File: src/rtl/vector_pe.sv
// -----------------------------------------------------------------------------
// vector_pe
// Multi-lane signed dot-product processing element. Each accepted beat
// multiplies LANES neuron/weight pairs, reduces the products and accumulates
// the sum across a ctl-delimited sequence (start/continue/end or single).
// The result of an end/single beat is emitted, optionally saturated to the
// signed OW range, through a valid/ready port with full back-pressure.
//
// Ports:
//   clk     rising-edge clock
//   rst_n   synchronous active-low reset
//   neuron  LANES x DW packed signed elements, lane i at [i*DW +: DW]
//   weight  LANES x DW packed signed elements, same packing
//   ctl     beat type: 00 start, 01 continue, 10 single, 11 end
//   vld_i   input beat valid
//   rdy_o   input ready (beat accepted on vld_i && rdy_o)
//   result  signed OW-bit result (saturated when SAT=1, wrapped when SAT=0)
//   ovf_o   accumulated value was outside the signed OW range
//   vld_o   result valid, held until accepted
//   rdy_i   downstream ready
// -----------------------------------------------------------------------------
module vector_pe #(
  parameter int DW    = 16,
  parameter int LANES = 4,
  parameter int GUARD = 8,
  parameter int OW    = 32,
  parameter int SAT   = 1
) (
  input  logic                  clk,
  input  logic                  rst_n,
  input  logic [LANES*DW-1:0]   neuron,
  input  logic [LANES*DW-1:0]   weight,
  input  logic [1:0]            ctl,
  input  logic                  vld_i,
  output logic                  rdy_o,
  output logic [OW-1:0]         result,
  output logic                  ovf_o,
  output logic                  vld_o,
  input  logic                  rdy_i
);

  localparam int PW   = 2 * DW;
  localparam int ACCW = 2 * DW + $clog2(LANES) + GUARD;

  localparam logic [1:0] CTL_START  = 2'b00;
  localparam logic [1:0] CTL_CONT   = 2'b01;
  localparam logic [1:0] CTL_SINGLE = 2'b10;
  localparam logic [1:0] CTL_END    = 2'b11;

  // The value fits in signed OW bits only if every bit from OW-1 upward is a
  // copy of the sign bit.
  function automatic logic is_out_of_range(input logic [ACCW-1:0] v);
    logic [ACCW-OW:0] hi;
    hi = v[ACCW-1:OW-1];
    return !((&hi) || !(|hi));
  endfunction

  // Narrow the accumulator to OW bits: clamp toward the sign when saturating,
  // otherwise keep the low bits.
  function automatic logic [OW-1:0] fit_result(input logic [ACCW-1:0] v);
    logic [OW-1:0] r;
    if ((SAT != 0) && is_out_of_range(v)) begin
      if (v[ACCW-1]) begin
        r = {1'b1, {(OW-1){1'b0}}};
      end else begin
        r = {1'b0, {(OW-1){1'b1}}};
      end
    end else begin
      r = v[OW-1:0];
    end
    return r;
  endfunction

  logic                  w_stall;
  logic [LANES*PW-1:0]   w_prod;
  logic [ACCW-1:0]       w_sum;
  logic [ACCW-1:0]       w_acc_next;
  logic                  w_emit;

  logic                  r_s1_vld;
  logic [1:0]            r_s1_ctl;
  logic [LANES*PW-1:0]   r_s1_prod;
  logic                  r_s2_vld;
  logic [1:0]            r_s2_ctl;
  logic [ACCW-1:0]       r_s2_sum;
  logic [ACCW-1:0]       r_acc;
  logic [OW-1:0]         r_result;
  logic                  r_ovf;
  logic                  r_vld_o;

  // A presented-but-unaccepted result freezes the whole pipeline.
  assign w_stall = r_vld_o && !rdy_i;
  assign rdy_o   = !w_stall;
  assign result  = r_result;
  assign ovf_o   = r_ovf;
  assign vld_o   = r_vld_o;

  // Per-lane full-precision signed products.
  always_comb begin
    w_prod = '0;
    for (int i = 0; i < LANES; i++) begin
      w_prod[i*PW +: PW] = PW'($signed(neuron[i*DW +: DW])) *
                           PW'($signed(weight[i*DW +: DW]));
    end
  end

  // Reduce the registered lane products, sign-extended to accumulator width.
  always_comb begin
    w_sum = '0;
    for (int i = 0; i < LANES; i++) begin
      w_sum = w_sum + ACCW'($signed(r_s1_prod[i*PW +: PW]));
    end
  end

  // Next accumulator value: start/single reload, continue/end add on.
  always_comb begin
    case (r_s2_ctl)
      CTL_START, CTL_SINGLE: w_acc_next = r_s2_sum;
      CTL_CONT,  CTL_END:    w_acc_next = r_acc + r_s2_sum;
      default:               w_acc_next = r_acc + r_s2_sum;
    endcase
  end

  // Only end/single beats landing in S3 produce an output.
  always_comb begin
    if (r_s2_vld) begin
      w_emit = r_s2_ctl[1];
    end else begin
      w_emit = 1'b0;
    end
  end

  // Stage 1: capture the lane products and beat control.
  always_ff @(posedge clk) begin
    if (!rst_n) begin
      r_s1_vld  <= 1'b0;
      r_s1_ctl  <= 2'b00;
      r_s1_prod <= '0;
    end else if (!w_stall) begin
      r_s1_vld  <= vld_i;
      r_s1_ctl  <= ctl;
      r_s1_prod <= w_prod;
    end else begin
      r_s1_vld  <= r_s1_vld;
      r_s1_ctl  <= r_s1_ctl;
      r_s1_prod <= r_s1_prod;
    end
  end

  // Stage 2: capture the reduced sum and beat control.
  always_ff @(posedge clk) begin
    if (!rst_n) begin
      r_s2_vld <= 1'b0;
      r_s2_ctl <= 2'b00;
      r_s2_sum <= '0;
    end else if (!w_stall) begin
      r_s2_vld <= r_s1_vld;
      r_s2_ctl <= r_s1_ctl;
      r_s2_sum <= w_sum;
    end else begin
      r_s2_vld <= r_s2_vld;
      r_s2_ctl <= r_s2_ctl;
      r_s2_sum <= r_s2_sum;
    end
  end

  // Stage 3: accumulator update for every valid beat leaving S2.
  always_ff @(posedge clk) begin
    if (!rst_n) begin
      r_acc <= '0;
    end else if (!w_stall && r_s2_vld) begin
      r_acc <= w_acc_next;
    end else begin
      r_acc <= r_acc;
    end
  end

  // Output register. When not stalled any presented result is being taken,
  // so vld_o either drops or is immediately refilled by a new end/single beat.
  always_ff @(posedge clk) begin
    if (!rst_n) begin
      r_result <= '0;
      r_ovf    <= 1'b0;
      r_vld_o  <= 1'b0;
    end else if (!w_stall) begin
      if (w_emit) begin
        r_result <= fit_result(w_acc_next);
        r_ovf    <= is_out_of_range(w_acc_next);
        r_vld_o  <= 1'b1;
      end else begin
        r_result <= r_result;
        r_ovf    <= r_ovf;
        r_vld_o  <= 1'b0;
      end
    end else begin
      r_result <= r_result;
      r_ovf    <= r_ovf;
      r_vld_o  <= r_vld_o;
    end
  end

endmodule

File: config.mk
export PLATFORM = sky130hd
export DESIGN_NAME = vector_pe
export DESIGN_NICKNAME = d
export VERILOG_FILES = /design/src/rtl/vector_pe.sv
export SDC_FILE = /design/constraint.sdc
export NUM_CORES = 2
export LEC_CHECK = 0
export CORE_UTILIZATION = 58
export CTS_BUF_LIST = sky130_fd_sc_hd__clkbuf_4 sky130_fd_sc_hd__clkbuf_8
export CTS_CLUSTER_DIAMETER = 60
export CTS_CLUSTER_SIZE = 28
export DETAILED_ROUTE_END_ITERATION = 8
export GPL_TIMING_DRIVEN = 0
export PLACE_DENSITY = 0.84
export SKIP_CTS_REPAIR_TIMING = 1
export SLEW_MARGIN = 10
export SYNTH_ARGS = -nofsm -noshare
export SYNTH_HDL_FRONTEND = slang
export SYNTH_SLANG_ARGS = --single-unit
File: constraint.sdc
create_clock -name clk -period 7.62 [get_ports clk]
set_input_delay 1.143 -clock clk [delete_from_list [all_inputs] [get_ports clk]]
set_output_delay 1.143 -clock clk [all_outputs]
set_load 0.1 [all_outputs]
==> results.env <==
FLOORPLAN.CORE_AREA_MM2=0.0901
TRITONCTS='done'
BOUNDARYPINS=169
ANTENNA_LEFT=0
CRITICAL_PATH_REQUIRED_NS=8.09
NUMBER_OF_CELLS_IN_THE_DESIGN_AFTER_PLACEMENT=7253
CTS.REPORTEDPATHS.CLKPINSLEW_NS=0.15
SYNTH.AREA.TOP_CELLS='fa_1 42%, ha_1 9.5%, dfxtp_1 9.3%'
CTS-BUFFERS-INSERTED=20
TIMING.FINAL.CRIT_PERIOD_NS=7.44
WHS_ENDPOINT='r_s2_vld'
CRITPATHKIND='in -> reg'
WARNINGS_FROM_YOSYS=0
DRT-WIRELENGTH-PER-CELL_UM=20.2
HTREE_NUM_LEVELS=1
SYNTH.NET_COUNT=7561
GRT_START_MAX_NET_PINS=29
TIMING.CRITICAL_PATH.ARRIVAL_NS=7.91
DRT_PRE_ANTENNA_ITERS=6
PLACEMENT.IO_BUFFERS=167
MIN_FROM='r_s1_vld'
SYNTH.YOSYS.SEQ_AREA_SHARE_PCT=9.27
SETUP_TOTAL_NEG_SLACK_NS=0
CRITICAL_PATH.STARTPOINT_TYPE='input port'
DIE-HEIGHT_UM=304
OVERFLOW=0
ACHIEVABLE-FREQUENCY_MHz=134
START_UTIL_PCT=58.7
CELL_ACCOUNTING_FOR_THE_MOST_SYNTHESIZED_AREA='fa_1'
CTS_NUM_SINKS=245
ROUTED_WL_MM=148
CTSLONGESTPATHBUFFERS=3
FINAL_MAX_SLEW_VIOL_COUNT=0
GRTUSAGETOTAL_PCT=32.6
ASYNC_FLOP_SHARE_PCT=0
FINALCRITPERIODSHARE_PCT=97.7
MAXCAPVIOLCOUNT=0
SYNTHTOLAYOUTAREAGROWTH_PCT=8.21
AVGSYNTHCELLAREA_UM2=8.95
FINALWEIGHTEDCONGESTION=1.02
WORST-SLEW-PIN-TRANSITION_NS=1.16
WORSTPATHBUFFERINVERTERCOUNT=5
REGTOREGSETUPSLACK_NS=2.46
GLOBAL_ROUTE_WIRE_LENGTH_BEFORE_REPAIR_MM=237
GRT_PASS1_VIAS=45000
DRC_ERRORS=0
WORSTPATHCELLLIST='clkbuf_2 > clkbuf_4 > nand2_1 > fa_1 > fa_1 > fa_1 > inv_1 > fa_1 > fa_1 > inv_1 > fa_1 > inv_1 > ha_1 > nand4_1 > a211oi_2 > a2111oi_1 > or3_1 > o211a_1 > a211oi_2 > a41oi_2 > a21oi_2 > a31oi_1 > xnor2_2 > a21oi_1'
SYN-INSTANCE-COUNT=5910
VIAS_PER_CELL=5.77
SETUP-VIOLATIONS-FINAL=0
TIMING.HOLD.WORST.CLASS='reg -> reg'
FINAL-INSTANCE-COUNT-EXCL-FILL=7302
FINAL-SEQ-AREA_MM2=0.00490
FLIP_FLOP_AND_LATCH_COUNT_AFTER_SYNTHESIS=245
CRITICAL_PATH_PEAK_FANOUT=10
OUTCOME='finished, final reports clean'
LAYOUT_COMMONEST_CELL='inv_1'
SYNTH_ENABLE_FLOP_CELLS=0
FINAL_AREA_MM2=0.0573
MOST-COMMON-LAYOUT-CELLS='1150 x inv_1, 1108 x fa_1, 818 x nand2_1, 508 x and2_1, 401 x ha_1'
PROPORTION_OF_LAYOUT_CELLS_WITH_A_DRIVE_SUFFIX_ABOVE_1_PCT=4.84
DETAILEDROUTE.FIRSTITERATIONVIOLATIONS=3454
TIMING.CRITICAL_PATH.MAX_DELAY_FAMILY='adder cells'
DR_TOTAL_VIAS=42200
WIDTH_OF_THE_DIE_UM=304
CLOCKROOTBUFFER='clkbuf_8'
DIE-AREA_MM2=0.0925
INSERTION_DELAY_NS=0.62
FLOORPLAN.ROWS=110
NETLIST_AREA_MM2=0.0529
TIMING.CRITICAL_PATH.SLOWEST_CELL_DELAY_NS=0.58
CRITICAL_PATH.REG2REG.STARTPOINT='r_s1_prod[1]'
MULTIINPUTGATEAREA_MM2=0.0429
NUMBER_OF_CELLS_TRAVERSED_BY_THE_WORST_REGISTER_TO_REGISTER_PATH=16
SYNTHFLOPTYPE='dfxtp_1'
SYNTH_TOP_CELL_AREA_SHARE_PCT=42.1
NETLIST-CELL-TYPE-COUNT=83
FINALHOLDVIOLCOUNT=0
HPWL_DETAILED_MM=124
POST-ROUTE-UTIL_PCT=63.5
CP-END-KIND='flip-flop'
PLACEDINSTANCEAREA_MM2=0.0561
WORST_SLEW_MARGIN_RELATIVE_TO_ITS_LIMIT_PCT=22.9
WORST_CLOCK_SKEW_NS=0.0494
SLOWEST_STAGE='fa_1'
HOLD_DEPTH=2
LAYOUT.FILLER_CELLS=7244
CRITPATHMOSTFREQUENTCELL='fa_1'
RR_ENDPOINT='r_s2_sum[33]'
GRT_ANTENNA_BEFORE_REPAIR=5
FINISH.NET_COUNT=7759
[tightest hold or removal path: stages (launching register included)]
cell     delay, ns
dfxtp_1       0.34
nand2_1       0.06
a21oi_1       0.05
[Yosys cell counts (5+ instances only)]
master / number
inv_1: 1151
fa_1: 1114
nand2_1: 818
and2_1: 508
ha_1: 403
a21oi_1: 283
dfxtp_1: 245
nor2_1: 210
clkbuf_1: 207
xnor2_1: 134
o21ai_0: 114
a21o_1: 93
a211oi_1: 66
nand3_1: 48
nand2b_1: 43
xor2_1: 43
nor3_1: 32
a21oi_2: 31
mux2i_1: 28
nand4_1: 24
or3_1: 23
a31oi_1: 20
o21a_1: 20
and3_1: 18
nor2b_1: 15
o21bai_1: 15
buf_1: 12
o211ai_1: 12
a21boi_0: 10
o31ai_1: 10
a2111oi_0: 9
o21ai_1: 9
buf_6: 7
nand3b_1: 7
o22ai_1: 7
nand4b_1: 6
or2_2: 6
a211o_1: 5
a221o_1: 5
a31o_2: 5
buf_2: 5
nor4_1: 5
o2111ai_1: 5
[kinds of logic after synthesis]
kind of cell	count (synthesis)	share of synthesized area, %
simple gates	1782	16.1
compound gates	774	9.48
buf+inv	1386	9.97
fa+ha+maj	1517	51.7
xor+xnor	177	2.93
mux	29	0.551
flops	245	9.27
[layout make-up]
type / count / area share [%]
Inverter: 1153 / 7.56
Clock inverter: 14 / 0.468
Clock buffer: 22 / 0.529
Tap cell: 1176 / 2.57
Sequential cell: 245 / 8.56
Antenna cell: 4 / 0.0175
Multi-Input combinational cell: 4279 / 74.9
Buffer: 232 / 2.25
Timing Repair Buffer: 177 / 3.12
[per-stage QoR]
step	hold WS, ns	setup slack [ns]
3_3_place_gp	0.439	-1.53
4_1_cts	0.458	-0.944
5_1_grt	0.480	-0.0387
3_5_place_dp	0.448	-1.55
6_report	0.462	0.178
2_1_floorplan	0.432	0.233
[registers in the layout (all words and copies together), names as in the netlist, 2 cells and up]
name,flops
r_acc,42
r_s1_ctl,2
r_s1_prod,128
r_s2_ctl,2
r_s2_sum,35
result,32
[layer usage]
layer	wire (um)	share of wire (%)	vias to the layer above	GRT usage [%]
met3	12700	8.6	528	5.47
met5	0	0	-	0
met1	56100	38	21100	41.5
met4	8360	5.7	0	16.1
li1	-	-	18600	-
met2	70700	48	1981	54.1
[worst max-delay path by stage]
stage	from	endpoint	slack, ns	cells after the start
2_1_floorplan	neuron[31]	r_s1_prod[63]	0.23	18
3_3_place_gp	neuron[59]	r_s1_prod[127]	-1.53	24
3_5_place_dp	neuron[58]	r_s1_prod[127]	-1.55	24
4_1_cts	neuron[58]	r_s1_prod[127]	-0.94	24
5_1_grt	weight[39]	r_s1_prod[94]	-0.04	25
6_report	neuron[57]	r_s1_prod[127]	0.18	24
Power is left out: the tool's default activity adds up to more than one toggle a clock period on the data nets, which glitch-free logic cannot reach.
